===== src/rtl/tnn_pkg.sv =====
// Shared types and constants for the TNN classifier front end.
package tnn_pkg;

    // The classifier family is fixed at six 3-bit features.
    localparam int FEAT_W   = 3;
    localparam int NUM_FEAT = 6;

    // Sequencer FSM states; encodings are visible on the debug port.
    typedef enum logic [1:0] {
        ST_COLLECT = 2'd0,
        ST_SETTLE  = 2'd1,
        ST_HOLD    = 2'd2,
        ST_DRAIN   = 2'd3
    } tnn_state_t;

    // One assembled sample, slot 0 = feature a.
    typedef logic [FEAT_W-1:0] feat_vec_t [NUM_FEAT];

endpackage


===== src/rtl/tnn_result_slot.sv =====
// One-entry valid/ready output register holding the classifier decision,
// plus a counter of decisions accepted downstream.
module tnn_result_slot #(
    parameter int CNT_W = 16
) (
    input  logic             clk,
    input  logic             rst_n,
    input  logic             capture,     // load cap_data this cycle
    input  logic             cap_data,
    input  logic             m_ready,
    output logic             m_valid,
    output logic             m_data,
    output logic             slot_free,   // empty, or being emptied this cycle
    output logic [CNT_W-1:0] sample_cnt
);

    logic             m_valid_q, m_valid_d;
    logic             m_data_q,  m_data_d;
    logic [CNT_W-1:0] cnt_q,     cnt_d;
    logic             m_fire;

    // Handshake: a decision transfers on any cycle where m_valid & m_ready.
    // m_valid never looks at m_ready; m_data only moves on a capture, and a
    // capture is only issued when the slot is free, so m_data is stable
    // while the entry is stalled.
    assign m_fire    = m_valid_q & m_ready;
    assign slot_free = ~m_valid_q | m_ready;

    // Next-state: a capture in the same cycle as a pop keeps m_valid high.
    always_comb begin
        m_valid_d = m_valid_q;
        m_data_d  = m_data_q;
        cnt_d     = cnt_q;
        if (m_fire) begin
            m_valid_d = 1'b0;
            cnt_d     = cnt_q + CNT_W'(1);
        end
        if (capture) begin
            m_valid_d = 1'b1;
            m_data_d  = cap_data;
        end
    end

    // Slot registers with asynchronous clear.
    always_ff @(posedge clk or negedge rst_n) begin
        if (!rst_n) begin
            m_valid_q <= 1'b0;
            m_data_q  <= 1'b0;
            cnt_q     <= '0;
        end else begin
            m_valid_q <= m_valid_d;
            m_data_q  <= m_data_d;
            cnt_q     <= cnt_d;
        end
    end

    assign m_valid    = m_valid_q;
    assign m_data     = m_data_q;
    assign sample_cnt = cnt_q;

endmodule


===== src/rtl/tnn_feature_sequencer.sv =====
// Serial-to-parallel feeder for the combinational TNN classifier: assembles
// six feature beats, holds them while the classifier settles, captures the
// 1-bit decision into a valid/ready output slot, and flags malformed samples.
module tnn_feature_sequencer #(
    parameter int NUM_FEAT      = 6,
    parameter int FEAT_W        = 3,
    parameter int SETTLE_CYCLES = 1,
    parameter int CNT_W         = 16
) (
    input  logic                clk,
    input  logic                rst_n,
    input  logic                s_valid,
    output logic                s_ready,
    input  logic [FEAT_W-1:0]   s_data,
    input  logic                s_last,
    output logic [FEAT_W-1:0]   feat_a,
    output logic [FEAT_W-1:0]   feat_b,
    output logic [FEAT_W-1:0]   feat_c,
    output logic [FEAT_W-1:0]   feat_d,
    output logic [FEAT_W-1:0]   feat_e,
    output logic [FEAT_W-1:0]   feat_f,
    input  logic                cls_in,
    output logic                m_valid,
    input  logic                m_ready,
    output logic                m_data,
    output logic                err_short,
    output logic                err_long,
    output logic [CNT_W-1:0]    sample_cnt,
    output tnn_pkg::tnn_state_t dbg_state
);

    import tnn_pkg::*;

    localparam logic [2:0] LAST_IDX = 3'(NUM_FEAT - 1);

    tnn_state_t        state_q,     state_d;
    logic [2:0]        idx_q,       idx_d;
    logic [3:0]        settle_q,    settle_d;
    logic [FEAT_W-1:0] feat_q [NUM_FEAT];
    logic [FEAT_W-1:0] feat_n [NUM_FEAT];
    logic              err_short_q, err_short_d;
    logic              err_long_q,  err_long_d;
    logic              s_fire;
    logic              capture;
    logic              slot_free;

    // Input handshake: a beat transfers when s_valid & s_ready. s_ready is a
    // pure decode of the state register, never of s_valid.
    assign s_ready = (state_q == ST_COLLECT) || (state_q == ST_DRAIN);
    assign s_fire  = s_valid & s_ready;

    // Sequencer next-state: collect beats, wait for settle, capture, or drain.
    always_comb begin
        state_d     = state_q;
        idx_d       = idx_q;
        settle_d    = settle_q;
        feat_n      = feat_q;
        err_short_d = 1'b0;
        err_long_d  = 1'b0;
        capture     = 1'b0;
        unique case (state_q)
            ST_COLLECT: begin
                if (s_fire) begin
                    if (idx_q == LAST_IDX) begin
                        // Slot f is written even for an over-long sample.
                        feat_n[idx_q] = s_data;
                        idx_d         = 3'd0;
                        if (s_last) begin
                            state_d  = ST_SETTLE;
                            settle_d = 4'(SETTLE_CYCLES);
                        end else begin
                            err_long_d = 1'b1;
                            state_d    = ST_DRAIN;
                        end
                    end else if (s_last) begin
                        // Early s_last: drop the partial sample, keep feat_*.
                        err_short_d = 1'b1;
                        idx_d       = 3'd0;
                    end else begin
                        feat_n[idx_q] = s_data;
                        idx_d         = idx_q + 3'd1;
                    end
                end
            end
            ST_SETTLE: begin
                settle_d = (settle_q != 4'd0) ? settle_q - 4'd1 : 4'd0;
                // Counter reaches zero on this edge: decision is ready.
                if (settle_q <= 4'd1) begin
                    if (slot_free) begin
                        capture = 1'b1;
                        state_d = ST_COLLECT;
                    end else begin
                        state_d = ST_HOLD;
                    end
                end
            end
            ST_HOLD: begin
                if (slot_free) begin
                    capture = 1'b1;
                    state_d = ST_COLLECT;
                end
            end
            ST_DRAIN: begin
                if (s_fire && s_last) begin
                    state_d = ST_COLLECT;
                    idx_d   = 3'd0;
                end
            end
            default: state_d = ST_COLLECT;
        endcase
    end

    // Sequencer registers; reset drops any sample in progress silently.
    always_ff @(posedge clk or negedge rst_n) begin
        if (!rst_n) begin
            state_q     <= ST_COLLECT;
            idx_q       <= 3'd0;
            settle_q    <= 4'd0;
            err_short_q <= 1'b0;
            err_long_q  <= 1'b0;
            for (int i = 0; i < NUM_FEAT; i++) feat_q[i] <= '0;
        end else begin
            state_q     <= state_d;
            idx_q       <= idx_d;
            settle_q    <= settle_d;
            err_short_q <= err_short_d;
            err_long_q  <= err_long_d;
            for (int i = 0; i < NUM_FEAT; i++) feat_q[i] <= feat_n[i];
        end
    end

    tnn_result_slot #(
        .CNT_W (CNT_W)
    ) u_slot (
        .clk        (clk),
        .rst_n      (rst_n),
        .capture    (capture),
        .cap_data   (cls_in),
        .m_ready    (m_ready),
        .m_valid    (m_valid),
        .m_data     (m_data),
        .slot_free  (slot_free),
        .sample_cnt (sample_cnt)
    );

    assign feat_a    = feat_q[0];
    assign feat_b    = feat_q[1];
    assign feat_c    = feat_q[2];
    assign feat_d    = feat_q[3];
    assign feat_e    = feat_q[4];
    assign feat_f    = feat_q[5];
    assign err_short = err_short_q;
    assign err_long  = err_long_q;
    assign dbg_state = state_q;

endmodule


===== config.mk =====
export PLATFORM = sky130hd
export DESIGN_NAME = tnn_feature_sequencer
export DESIGN_NICKNAME = d
export VERILOG_FILES = /design/src/rtl/tnn_pkg.sv /design/src/rtl/tnn_result_slot.sv /design/src/rtl/tnn_feature_sequencer.sv
export SDC_FILE = /design/constraint.sdc
export NUM_CORES = 1
export LEC_CHECK = 0
export ABC_CLOCK_PERIOD_IN_PS = 2250
export CAP_MARGIN = 20
export CORE_UTILIZATION = 31
export CTS_CLUSTER_DIAMETER = 60
export DETAILED_ROUTE_END_ITERATION = 8
export DONT_BUFFER_PORTS = 1
export PLACE_DENSITY = 0.51
export SYNTH_ARGS = -nofsm -noshare
export SYNTH_HDL_FRONTEND = slang
export SYNTH_SLANG_ARGS = --single-unit
export TNS_END_PERCENT = 20

===== constraint.sdc =====
create_clock -name clk -period 2.25 [get_ports clk]
set_input_delay 0.1125 -clock clk [delete_from_list [all_inputs] [get_ports clk]]
set_output_delay 0.1125 -clock clk [all_outputs]
set_load 0.02 [all_outputs]

==> metrics.cfg <==
[die]
rows = 30
core_um2 = 6794
die_y_um = 85.90
initial_core_util_pct = 32.12
die_area_um2 = 7379
boundaryPins = 50
fp.dieW_um = 85.90

[cts]
cts_buffers = 5
clock_latency_ns = 0.29
cts.clk_slew.worst_paths_ns = 0.08
clock_sinks = 47
cts_tree = yes
htree_levels = 2
cts_root_buf = clkbuf_8
cts.repair.resized = 0
clockBufferDepth = 2

[drt]
drc = 0
vias = 1425
drt-initial-drc-count = 35
drt-pass1-iter-count = 4
wl_per_cell_um = 14.79
final_antenna_net_count = 0
drt_wl_total_mm = 4.363
via_per_inst = 4.831

[global_route]
antenna_found_initial = 0
grt_pass1_wl_mm = 7.369
grt_pass1_vias = 1481
overflow = 0
globalRouteTotalUtil_pct = 12.71
grt_max_degree = 48

[worst_setup_path]
crit_buf_inv = 1
path_cells = inv_1, ha_1, nand3b_4, a2111oi_4, and2b_2, mux2_2
critPathSlowestCell = dfrtp_1
crit_required_ns = 2.43
cp_max_fo = 7
crit_arrival_ns = 2.15
cp-end-kind = register
crit_family = flip-flops
path_class = register to register
max_stage_delay_ns = 0.39
worst_setup_path_start_kind = register

[timing]
setup_viol = 0
max_freq_mhz = 507.5
timing.final.crit_share_pct = 87.57
report.final.slew_viol_count = 0
skew_ns = 0.005850
worst_slew_pin_slew_ns = 0.3496
relSlewSlack_pct = 76.45
rsz0062_at_grt = false
tns_ns = 0
hold_violations = 0
final.min_clock_period_ns = 1.970
worst_slack_ns = 0.2796

[yosys]
ys_ff_latch = 47
synth-main-ff-cell = dfrtp_1
synthArstFlopShare_pct = 100.0
synth_nets = 193
netlist_area_um2 = 2182
syn_inst = 177
synth_edf_count = 0
synth_top_area_cell = dfrtp_1
synth_warnings = 0
synth_most_common_cell = dfrtp_1
synth_top_cell_area_share_pct = 53.90
yosysUniqueCellTypes = 43
synth_area_per_cell_um2 = 12.33
ys_seq_area_share_pct = 53.90
synthTopCellsByCount = 47 x dfrtp_1, 19 x mux2_2, 10 x nand2_1, 10 x xnor2_1, 9 x inv_1
synthTopCellsByArea = dfrtp_1 54%, mux2_2 9.8%, ha_1 4.0%

[finish]
layout.nets = 215
area_growth_pct = 17.43
diodes = 0
drive_above_1_share_pct = 19.60

[placement]
gp_congestion = 0.7314
pre_cts_slack_ns = 0.2979
dp_hpwl_mm = 3.051
port_buffers = 0

[pwr]
cellPowerDensity_nw_per_um2 = 1192
ir_worst_vdd_v = 0.0004791
power_leakage_nw = 1.165

[outcome]
status = finished, final reports clean

[worst_hold_path]
hp-class = input port to register

[flow_run]
drv_cap = 0

[power by group]
group,internal [mW],total [mW],switching (mW)
clock network,0.326,0.591,0.265
logic,0.468,0.959,0.490
registers,1.08,1.51,0.428
total,1.87,3.05,1.18
[cells in the final DEF, fill, tap and decap left out, drive strengths merged, types with 2 or more instances in the layout]
cell type / n
clkbuf: 6
and4: 2
nor2: 6
xor2: 5
dlygate4sd3: 9
dfrtp: 47
nand3: 8
nand2b: 3
nor4b: 2
ha: 7
nor4: 2
and3: 2
nand3b: 2
o21ai: 6
o2bb2ai: 3
mux2: 22
xnor2: 10
nand4: 5
nor3: 5
buf: 7
inv: 9
and2b: 2
nand2: 11
[timing repair]
| item | CTS | global route |
|---|---|---|
| endpoints found under the hold margin | 72 | 0 |
| hold buffers | 10 | 0 |
| buffers inserted | 0 | 0 |
[worst paths after layout]
kind,from,endpoint,slack (ns),depth (start not counted)
min in group asynchronous,rst_n,idx_q[0]$_DFFE_PN0P_,0.36,2
setup / recovery,dbg_state[0]$_DFFE_PN0P_,feat_e[0]$_DFFE_PN0P_,0.28,6
hold reg to reg,settle_q[0]$_DFFE_PN0P_,settle_q[0]$_DFFE_PN0P_,0.57,1
setup reg to reg,dbg_state[0]$_DFFE_PN0P_,feat_e[0]$_DFFE_PN0P_,0.28,6
max in group asynchronous,rst_n,u_slot.sample_cnt[12]$_DFFE_PN0P_,1.67,2
hold / removal,m_ready,u_slot.sample_cnt[0]$_DFFE_PN0P_,0.03,2
[registers in the layout, summed over array words and instances, names as in the netlist]
register / count
u_slot.m_valid: 1
dbg_state: 2
err_long: 1
feat_e: 3
feat_f: 3
u_slot.sample_cnt: 16
settle_q: 4
feat_a: 3
err_short: 1
idx_q: 3
u_slot.m_data: 1
feat_b: 3
feat_c: 3
feat_d: 3
[layout make-up]
class / count / area, um^2
multi-input combinational: 120 / 967.2
tap: 96 / 120.1
clock inverter: 1 / 30.03
inverter: 9 / 33.78
clock buffer: 6 / 72.57
timing repair buffer: 16 / 162.7
sequential: 47 / 1176
fill: 668 / 4232
[cells by family after synthesis]
family / after synthesis / synth area share, %
flops: 47 / 53.90
fa+ha+maj: 7 / 4.014
xor+xnor: 15 / 6.020
simple gates: 55 / 15.08
compound gates: 20 / 7.398
buf+inv: 10 / 1.777
mux: 23 / 11.81
[through the flow]
stage                     utilization [%]  instance area, um^2  power (mW)  instances  hold slack (ns)
after floorplan                         -                 2182       2.174        177          -0.1831
after global placement              34.48                 2342       2.455        278          -0.1823
after detailed placement            34.48                 2342       2.456        278          -0.1822
after CTS                           37.72                 2562       3.107        295          0.01911
after global routing                37.72                 2562       3.266        295          0.04563
final                               37.72                 2562       3.055        295          0.03082
[routing by layer]
layer / track usage (%) / vias up / routed length [um]
met4: 3.182 / 0 / 18
met1: 17.26 / 710 / 2065
met5: 0 / - / 0
met2: 20.06 / 39 / 2035
met3: 3.561 / 2 / 244
li1: - / 674 / -
(Power assumes the default switching activity.)
